==> config.mk <==
export PLATFORM = sky130hd
export DESIGN_NAME = asic_padcfg_ctrl
export DESIGN_NICKNAME = d
export VERILOG_FILES = /design/src/rtl/asic_padcfg_pkg.sv /design/src/rtl/asic_padcfg_regs.sv /design/src/rtl/asic_padcfg_ctrl.sv
export SDC_FILE = /design/constraint.sdc
export NUM_CORES = 1
export LEC_CHECK = 0
export ABC_CLOCK_PERIOD_IN_PS = 6400
export BUFFER_PORTS_ARGS = -buffer_cell sky130_fd_sc_hd__buf_2
export CAP_MARGIN = 15
export CORE_MARGIN = 2
export CORE_UTILIZATION = 55
export DETAILED_ROUTE_END_ITERATION = 7
export PLACE_DENSITY_LB_ADDON = 0.3
export SKIP_LAST_GASP = 1
export SLEW_MARGIN = 10
export SYNTH_ARGS = -nofsm -noshare
export SYNTH_HDL_FRONTEND = slang
export SYNTH_HIERARCHICAL = 1
export SYNTH_SLANG_ARGS = --single-unit
==> constraint.sdc <==
create_clock -name clk -period 6.4 [get_ports clk]
set_input_delay 0.96 -clock clk [delete_from_list [all_inputs] [get_ports clk]]
set_output_delay 0.96 -clock clk [all_outputs]
set_load 0.01 [all_outputs]
==> src/rtl/asic_padcfg_pkg.sv <==
// Shared types and constants for the pad configuration controller.
package asic_padcfg_pkg;

  typedef enum logic [2:0] {
    StReset    = 3'd0,
    StIsolate  = 3'd1,
    StEnable   = 3'd2,
    StRun      = 3'd3,
    StFreeze   = 3'd4,
    StUnfreeze = 3'd5
  } state_e;

  localparam int unsigned BitHldHN        = 0;
  localparam int unsigned BitEnableH      = 1;
  localparam int unsigned BitEnableInpH   = 2;
  localparam int unsigned BitEnableVddaH  = 3;
  localparam int unsigned BitEnableVswH   = 4;
  localparam int unsigned BitEnableVddio  = 5;
  localparam int unsigned BitIbModeSel    = 6;
  localparam int unsigned BitVtripSel     = 7;
  localparam int unsigned BitSlow         = 8;
  localparam int unsigned BitHldOvr       = 9;
  localparam int unsigned BitAnalogEn     = 10;
  localparam int unsigned BitAnalogSel    = 11;
  localparam int unsigned BitAnalogPol    = 12;
  localparam int unsigned BitDmLsb        = 13;

  localparam logic [15:0] PADCFG_RESET = 16'hC020;
  localparam logic [15:0] PADCFG_WMASK = 16'hFFFC;

  function automatic int unsigned max_u(input int unsigned a, input int unsigned b);
    return (a > b) ? a : b;
  endfunction

endpackage

==> src/rtl/asic_padcfg_regs.sv <==
// Per-pad shadow registers, read mux, error decode and registered response.
module asic_padcfg_regs
  import asic_padcfg_pkg::*;
#(
  parameter int unsigned NPADS = 8,
  parameter int unsigned AW    = $clog2(NPADS + 1)
) (
  input  logic                   clk,
  input  logic                   nreset,
  input  logic                   accept,
  input  logic                   reg_write,
  input  logic [AW-1:0]          reg_addr,
  input  logic [15:0]            reg_wdata,
  input  logic [1:0]             ctl_bits,
  input  logic [3:0]             status,
  output logic [NPADS-1:0][15:0] shadow,
  output logic                   rsp_valid,
  output logic [15:0]            rsp_rdata,
  output logic                   rsp_err
);

  logic [NPADS-1:0][15:0] shadow_q;
  logic                   is_pad;
  logic                   is_status;
  logic [15:0]            rdata_d;
  logic                   err_d;

  assign is_pad    = (reg_addr < AW'(NPADS));
  assign is_status = (reg_addr == AW'(NPADS));
  assign shadow    = shadow_q;

  always_comb begin
    rdata_d = '0;
    err_d   = 1'b0;
    if (is_pad) begin
      for (int i = 0; i < NPADS; i++) begin
        if (reg_addr == AW'(i)) rdata_d = shadow_q[i] | {14'b0, ctl_bits};
      end
    end else if (is_status) begin
      rdata_d = {12'b0, status};
      err_d   = reg_write;
    end else begin
      err_d = 1'b1;
    end
    if (reg_write) rdata_d = '0;
  end

  // Bits 1:0 are never stored; they are merged from the FSM on every read.
  always_ff @(posedge clk) begin
    if (!nreset) begin
      for (int i = 0; i < NPADS; i++) shadow_q[i] <= PADCFG_RESET & PADCFG_WMASK;
      rsp_valid <= 1'b0;
      rsp_rdata <= '0;
      rsp_err   <= 1'b0;
    end else begin
      for (int i = 0; i < NPADS; i++) begin
        if (accept && reg_write && is_pad && reg_addr == AW'(i)) begin
          shadow_q[i] <= reg_wdata & PADCFG_WMASK;
        end
      end
      rsp_valid <= accept;
      rsp_rdata <= accept ? rdata_d : 16'h0000;
      rsp_err   <= accept & err_d;
    end
  end

endmodule

==> src/rtl/asic_padcfg_ctrl.sv <==
// Pad power-up / retention sequencer driving the per-pad tech_cfg vectors.
module asic_padcfg_ctrl
  import asic_padcfg_pkg::*;
#(
  parameter int unsigned NPADS         = 8,
  parameter int unsigned CFGW          = 16,
  parameter int unsigned SETTLE_CYCLES = 64,
  parameter int unsigned HOLD_CYCLES   = 16,
  parameter int unsigned AW            = $clog2(NPADS + 1)
) (
  input  logic                  clk,
  input  logic                  nreset,
  input  logic                  reg_valid,
  output logic                  reg_ready,
  input  logic                  reg_write,
  input  logic [AW-1:0]         reg_addr,
  input  logic [15:0]           reg_wdata,
  output logic                  rsp_valid,
  output logic [15:0]           rsp_rdata,
  output logic                  rsp_err,
  input  logic                  hold_req,
  output logic                  pads_ready,
  output logic [NPADS*CFGW-1:0] pad_cfg
);

  localparam int unsigned CW = $clog2(max_u(SETTLE_CYCLES, HOLD_CYCLES) + 1);

  state_e                 state_q, state_d;
  logic [CW-1:0]          cnt_q, cnt_d;
  logic [1:0]             ctl;
  logic                   accept;
  logic [NPADS-1:0][15:0] shadow;

  assign accept = reg_valid & reg_ready;

  always_ff @(posedge clk) begin
    if (!nreset) begin
      state_q <= StReset;
      cnt_q   <= '0;
    end else begin
      state_q <= state_d;
      cnt_q   <= cnt_d;
    end
  end

  always_comb begin
    state_d = state_q;
    unique case (state_q)
      StReset:    state_d = StIsolate;
      StIsolate:  if (cnt_q == '0) state_d = StEnable;
      StEnable:   if (cnt_q == '0) state_d = hold_req ? StFreeze : StRun;
      StRun:      if (hold_req) state_d = StFreeze;
      StFreeze:   if (!hold_req) state_d = StUnfreeze;
      StUnfreeze: begin
        if (hold_req)          state_d = StFreeze;
        else if (cnt_q == '0)  state_d = StRun;
      end
      default:    state_d = StReset;
    endcase

    // Dwell counter reloads with (dwell - 1) on entry and exits at zero.
    cnt_d = (cnt_q != '0) ? cnt_q - CW'(1) : cnt_q;
    if (state_d != state_q) begin
      unique case (state_d)
        StIsolate:            cnt_d = CW'(SETTLE_CYCLES - 1);
        StEnable, StUnfreeze: cnt_d = CW'(HOLD_CYCLES - 1);
        default:              cnt_d = '0;
      endcase
    end
  end

  always_comb begin
    ctl        = 2'b00;
    pads_ready = 1'b0;
    reg_ready  = 1'b1;
    unique case (state_q)
      StReset:                       reg_ready = 1'b0;
      StIsolate:                     ctl = 2'b00;
      StEnable, StFreeze, StUnfreeze: ctl[BitEnableH] = 1'b1;
      StRun: begin
        ctl[BitEnableH] = 1'b1;
        ctl[BitHldHN]   = 1'b1;
        pads_ready      = 1'b1;
      end
      default:                       reg_ready = 1'b0;
    endcase

    for (int k = 0; k < NPADS; k++) begin
      pad_cfg[k*CFGW +: CFGW] = (state_q == StReset) ? '0 : (shadow[k] | {14'b0, ctl});
    end
  end

  asic_padcfg_regs #(
    .NPADS (NPADS),
    .AW    (AW)
  ) u_regs (
    .clk       (clk),
    .nreset    (nreset),
    .accept    (accept),
    .reg_write (reg_write),
    .reg_addr  (reg_addr),
    .reg_wdata (reg_wdata),
    .ctl_bits  (ctl),
    .status    ({state_q, pads_ready}),
    .shadow    (shadow),
    .rsp_valid (rsp_valid),
    .rsp_rdata (rsp_rdata),
    .rsp_err   (rsp_err)
  );

endmodule

Word-level counts from Yosys, hierarchy flattened. Cells that the tools add are included.

Add/sub/neg operators: 1. $lt $le $gt $ge: 1. Equality and inequality tests: 17. Mux-type cells: 34. Bitwise gates (word level): 12. Reduce and logical (&&, ||, !) cells: 19.

Operators by type and width (count): $mux 16 (17); $or 16x2->16 (8); $mux 3 (7); $pmux 3 s6 (1); $eq 4x3->1 const B (4); $mux 7 (2); $pmux 6 s2 (1); $logic_and 1x1->1 (10); $eq 3x2->1 const B (3); $eq 3x3->1 const B (3); $eq 4x2->1 const B (2); $logic_not 7->1 (1); $reduce_bool 7->1 (1); $sub 7x1->7 const B (1); $eq 3x1->1 const B (2); $mux 1 (5); $reduce_or 5->1 (1); $eq 4x1->1 const B (1); $eq 4x4->1 const B (1); $logic_not 4->1 (1); $lt 4x4->1 const B (1); $mux 4 (1); $reduce_or 4->1 (1); $logic_not 3->1 (1); 6 further kinds (8).

Bits in registers: 140. Input port bits: 25. Output and inout bits: 148.

Depth between registers and ports, before layout.
Depth in word-level cells: 13. Depth in mapped cells: 12. Mapped depth without buffers: 7.

Hierarchy. Netlist, hierarchy kept.

Modules (own cells, without submodules): asic_padcfg_regs (times used 1, cells each 719, area an instance 6078.3 um^2, seq. area each 2602.5 um^2); asic_padcfg_ctrl (times used 1, cells each 249, area an instance 1631.6 um^2, seq. area each 200.2 um^2).

Worst setup path before layout. OpenSTA, ideal clock, no wires.

Kind: register to output. From: register state_q[0]. To: output port pad_cfg[0]. Arrival: 1.392 ns. Path slack: 4.048 ns. Stages on the path, launching flop included: 6. Path through: dfxtp_1 -> buf_2 -> inv_2 -> nor3_2 -> nor2_1 -> nor2_1.

Longest elaborated chain between the ends: 4. Elaborated cells on any way between the ends: 5. Those cells by class: 1 x eq/ne; 2 x mux; 1 x bitwise; 1 x reduce/logical.

RTL lines: start, declared (RTL line asic_padcfg_ctrl.sv:28) `state_e state_q, state_d;`; start signal, assigned (RTL line asic_padcfg_ctrl.sv:38) `state_q <= StReset;`; start signal, assigned (RTL line asic_padcfg_ctrl.sv:41) `state_q <= state_d;`; $eq 3x2->1; $mux 1; named net pads_ready (RTL line asic_padcfg_ctrl.sv:22) `output logic pads_ready,`; $or 16x2->16 (RTL line asic_padcfg_ctrl.sv:89) `pad_cfg[k*CFGW +: CFGW] = (state_q == StReset) ? '0 : (shadow[k] | {14'b0, ctl});`; $mux 16 (RTL line asic_padcfg_ctrl.sv:89); end, declared (RTL line asic_padcfg_ctrl.sv:23) `output logic [NPADS*CFGW-1:0] pad_cfg`.

The timed path passes the listed nets, and every way through them passes these cells.

Final worst setup path.
From: register state_q[1]. To: output port pad_cfg[55].

Longest elaborated chain between the ends: 2.

RTL lines (RTL line): $logic_not 3->1 (asic_padcfg_ctrl.sv:89); $mux 16 (asic_padcfg_ctrl.sv:89).

No other way between the ends.

==> run_results.csv <==
group,metric,value,unit
outcome,status,"complete, no violations",
cts,clock_path_buffers,2,
cts,cts_resized,0,
sta,min_period_over_period,58.9,%
worst_setup_path,cpMaxStageDelayCell,"buf_4",
yosys,synth_flop_cell,"dfxtp_1",
yosys,synth_common_cells,"186 x nand2_1, 140 x dfxtp_1, 138 x nor2b_1",
grt,grt_use_total,27.3,%
route,wl_per_cell,16.3,microns
worst_setup_path,reg2reg_from,"state_q[1]",
cts,htreeDepth,4,
route,drt_wl_total,20700,microns
floorplanning,die-area,0.0150,sq mm
floorplanning,coreArea,0.0138,sq mm
power,p_leak,0.00394,uW
floorplanning,std_cell_rows,43,
worst_setup_path,start_kind,"flop",
sta,finalSetupTns,0,ns
worst_setup_path,cp.required,5.44,ns
grt,antenna_found_initial,0,
route,vias,6911,
worst_setup_path,worstSetupPathType,"reg -> out",
final_layout,n_antenna_cell,0,
worst_setup_path,r2r_end,"u_regs/shadow[53]",
cts,cts_setup_buffers,0,
yosys,synthMostInstantiatedCell,"nand2_1",
sta,setup_violations,0,
final_layout,area_growth,14.4,%
final_layout,drive_gt1_share,21.0,%
yosys,synth-seq-cells,140,
worst_hold_path,holdPathStages,2,
yosys,ys_seq_area_share,36.4,%
power,peakVddDrop,0.000176,V
run,maxCapViolCount,0,
route,drc,0,
sta,fmax,265,MHz
floorplanning,die_x,122,microns
placement,hpwl,13900,microns
grt,overflow,0,
grt,grt_max_degree,87,
floorplanning,die_h,122,microns
cts,ctsHoldBuffers,0,
placement,dp_slack,3.11,ns
sta,finClkSkew,0.00593,ns
route,vias_per_cell,5.46,
route,first_pass_iters,5,
sta,setup_ws,2.63,ns
route,drt_iter0_markers,668,
sta,timing.final.hold_violations,0,
yosys,synth_edf_count,0,
sta,period_needed,3.77,ns
worst_setup_path,critPathMaxStageDelay,0.72,ns
yosys,netlist_instances,968,
cts,numCtsBuffers,17,
cts,clock-sinks,140,
yosys,synthesis.area,0.00771,sq mm
worst_setup_path,setup.worst_path.start,"state_q[1]",
cts,clk_latency,0.42,ns
cts,clk_pin_slew,0.05,ns
yosys,synth.top_cell.area_share,36.4,%
power,finalPower,2090,uW
placement,portBuffers,170,
route,ant_nets,0,
worst_setup_path,crit_path_frequent_cell,"buf_4",
worst_setup_path,path_cells,"nor3_4, buf_4, buf_4, nor2b_1, buf_2",
sta,maxSlewViolCount,0,
cts,cts_tree,"yes",
worst_setup_path,cp_max_fo,83,
sta,worst_pin_slew,0.994,ns
yosys,syn_avg_cell_area,7.96,sq um
yosys,async_reset_ff_share,0,%
floorplanning,start_util,56.0,%
cts,root_buffer,"clkbuf_16",
worst_hold_path,min_path_type,"reg -> reg",
power,p_per_area,237,mW/mm^2
worst_setup_path,endpoint,"pad_cfg[55]",
final_layout,nets,1100,
grt,grt_pass1_vias,6124,
yosys,synth_area_leaders,"dfxtp_1 36%, nor2b_1 11%, nand2_1 9.1%, mux2i_1 6.5%, a21boi_0 4.8%",
yosys,yosys_warnings,6,
worst_setup_path,timing.reg2reg.setup_slack,3.58,ns
sta,rsz0062_at_grt,"false",
placement,place_congestion,0.855,
worst_setup_path,crit_path_end_kind,"primary output",
yosys,synth_top_area_cell,"dfxtp_1",
yosys,synth_cell_types,64,
worst_setup_path,cp_data_arrival_time,2.81,ns
floorplanning,top_level_ports,173,
sta,relSlewSlack,33.5,%
grt,grt_pass1_wl,31900,microns
worst_setup_path,r2r_cells,8,
==> final cells by class <==
| type | instances | area [sq um] |
|---|---|---|
| Clock buffer | 22 | 454 |
| Clock inverter | 8 | 47.5 |
| Fill cell | 1252 | 4950 |
| Inverter | 21 | 78.8 |
| Multi-Input combinational cell | 718 | 4320 |
| Sequential cell | 140 | 2800 |
| Tap cell | 180 | 225 |
| Timing Repair Buffer | 176 | 896 |
==> report_power, final <==
part	switching, uW	internal (uW)	total, uW
registers	24.8	888	912
logic	202	121	324
clock network	357	496	853
total	584	1500	2090
==> per-stage QoR <==
step,hold WS (ns),util (%),instances,area (sq um)
finish,0.463,64.0,1265,8820
global placement,0.450,60.4,1235,8320
global route,0.497,64.0,1265,8820
floorplan,0.439,-,983,7770
detailed placement,0.454,60.4,1235,8320
CTS,0.462,64.0,1265,8820
==> critical path, delay by kind of cell, from the launching register on <==
| family | cells | cell delay [ns] |
|---|---|---|
| buf+inv | 3 | 1.35 |
| flops | 1 | 0.52 |
| simple gates | 2 | 0.45 |
==> layout by cell type (no fill, tap or decap), types with 7 or more instances in the layout <==
master,n
mux2i_1,50
nor3_1,15
and2_1,10
buf_2,170
a21oi_1,45
a21boi_0,49
a211oi_1,11
clkbuf_16,17
conb_1,16
inv_1,19
nor2b_1,138
a21boi_2,7
nand2_1,186
a21o_1,10
a21boi_1,10
nand2b_1,17
o32ai_1,10
dfxtp_1,140
nor2_1,42
nand3_1,25
==> kinds of logic (layout without fill, tap and decap cells) <==
family | Yosys count | count (layout) | share of synthesized area, %
compound gates | 183 | 183 | 16.7
xor+xnor | 4 | 4 | 0.454
fa+ha+maj | 1 | 1 | 0.162
buf+inv | 125 | 227 | 8.47
flops | 140 | 140 | 36.4
mux | 50 | 50 | 6.49
other cells | 1 | 16 | 0.0486
simple gates | 464 | 464 | 31.3
==> sequential cells by signal (all words and copies together), names as in the netlist <==
register	cells
u_regs/rsp_rdata	16
cnt_q	7
u_regs/rsp_valid	1
u_regs/shadow	112
u_regs/rsp_err	1
state_q	3
==> layer usage <==
metal / vias to the layer above / GRT usage, % / share of wire (%) / wire length [microns]
li1: 3398 / - / - / -
met1: 3195 / 39.8 / 47 / 9710
met2: 286 / 40.8 / 44 / 9100
met3: 32 / 4.65 / 7.3 / 1500
met4: 0 / 9.34 / 1.8 / 362
met5: - / 0 / 0 / 0
==> how the worst min path moves through the flow <==
| stage | start | end | slack (ns) |
|---|---|---|---|
| floorplan | u_regs/shadow[92] | u_regs/shadow[92] | 0.44 |
| finish | u_regs/shadow[92] | u_regs/shadow[92] | 0.46 |
| detailed placement | u_regs/shadow[92] | u_regs/shadow[92] | 0.45 |
| global placement | u_regs/shadow[92] | u_regs/shadow[92] | 0.45 |
| CTS | u_regs/shadow[92] | u_regs/shadow[92] | 0.46 |
| global route | u_regs/shadow[92] | u_regs/shadow[92] | 0.50 |
Power figures use the tool's default switching activity.
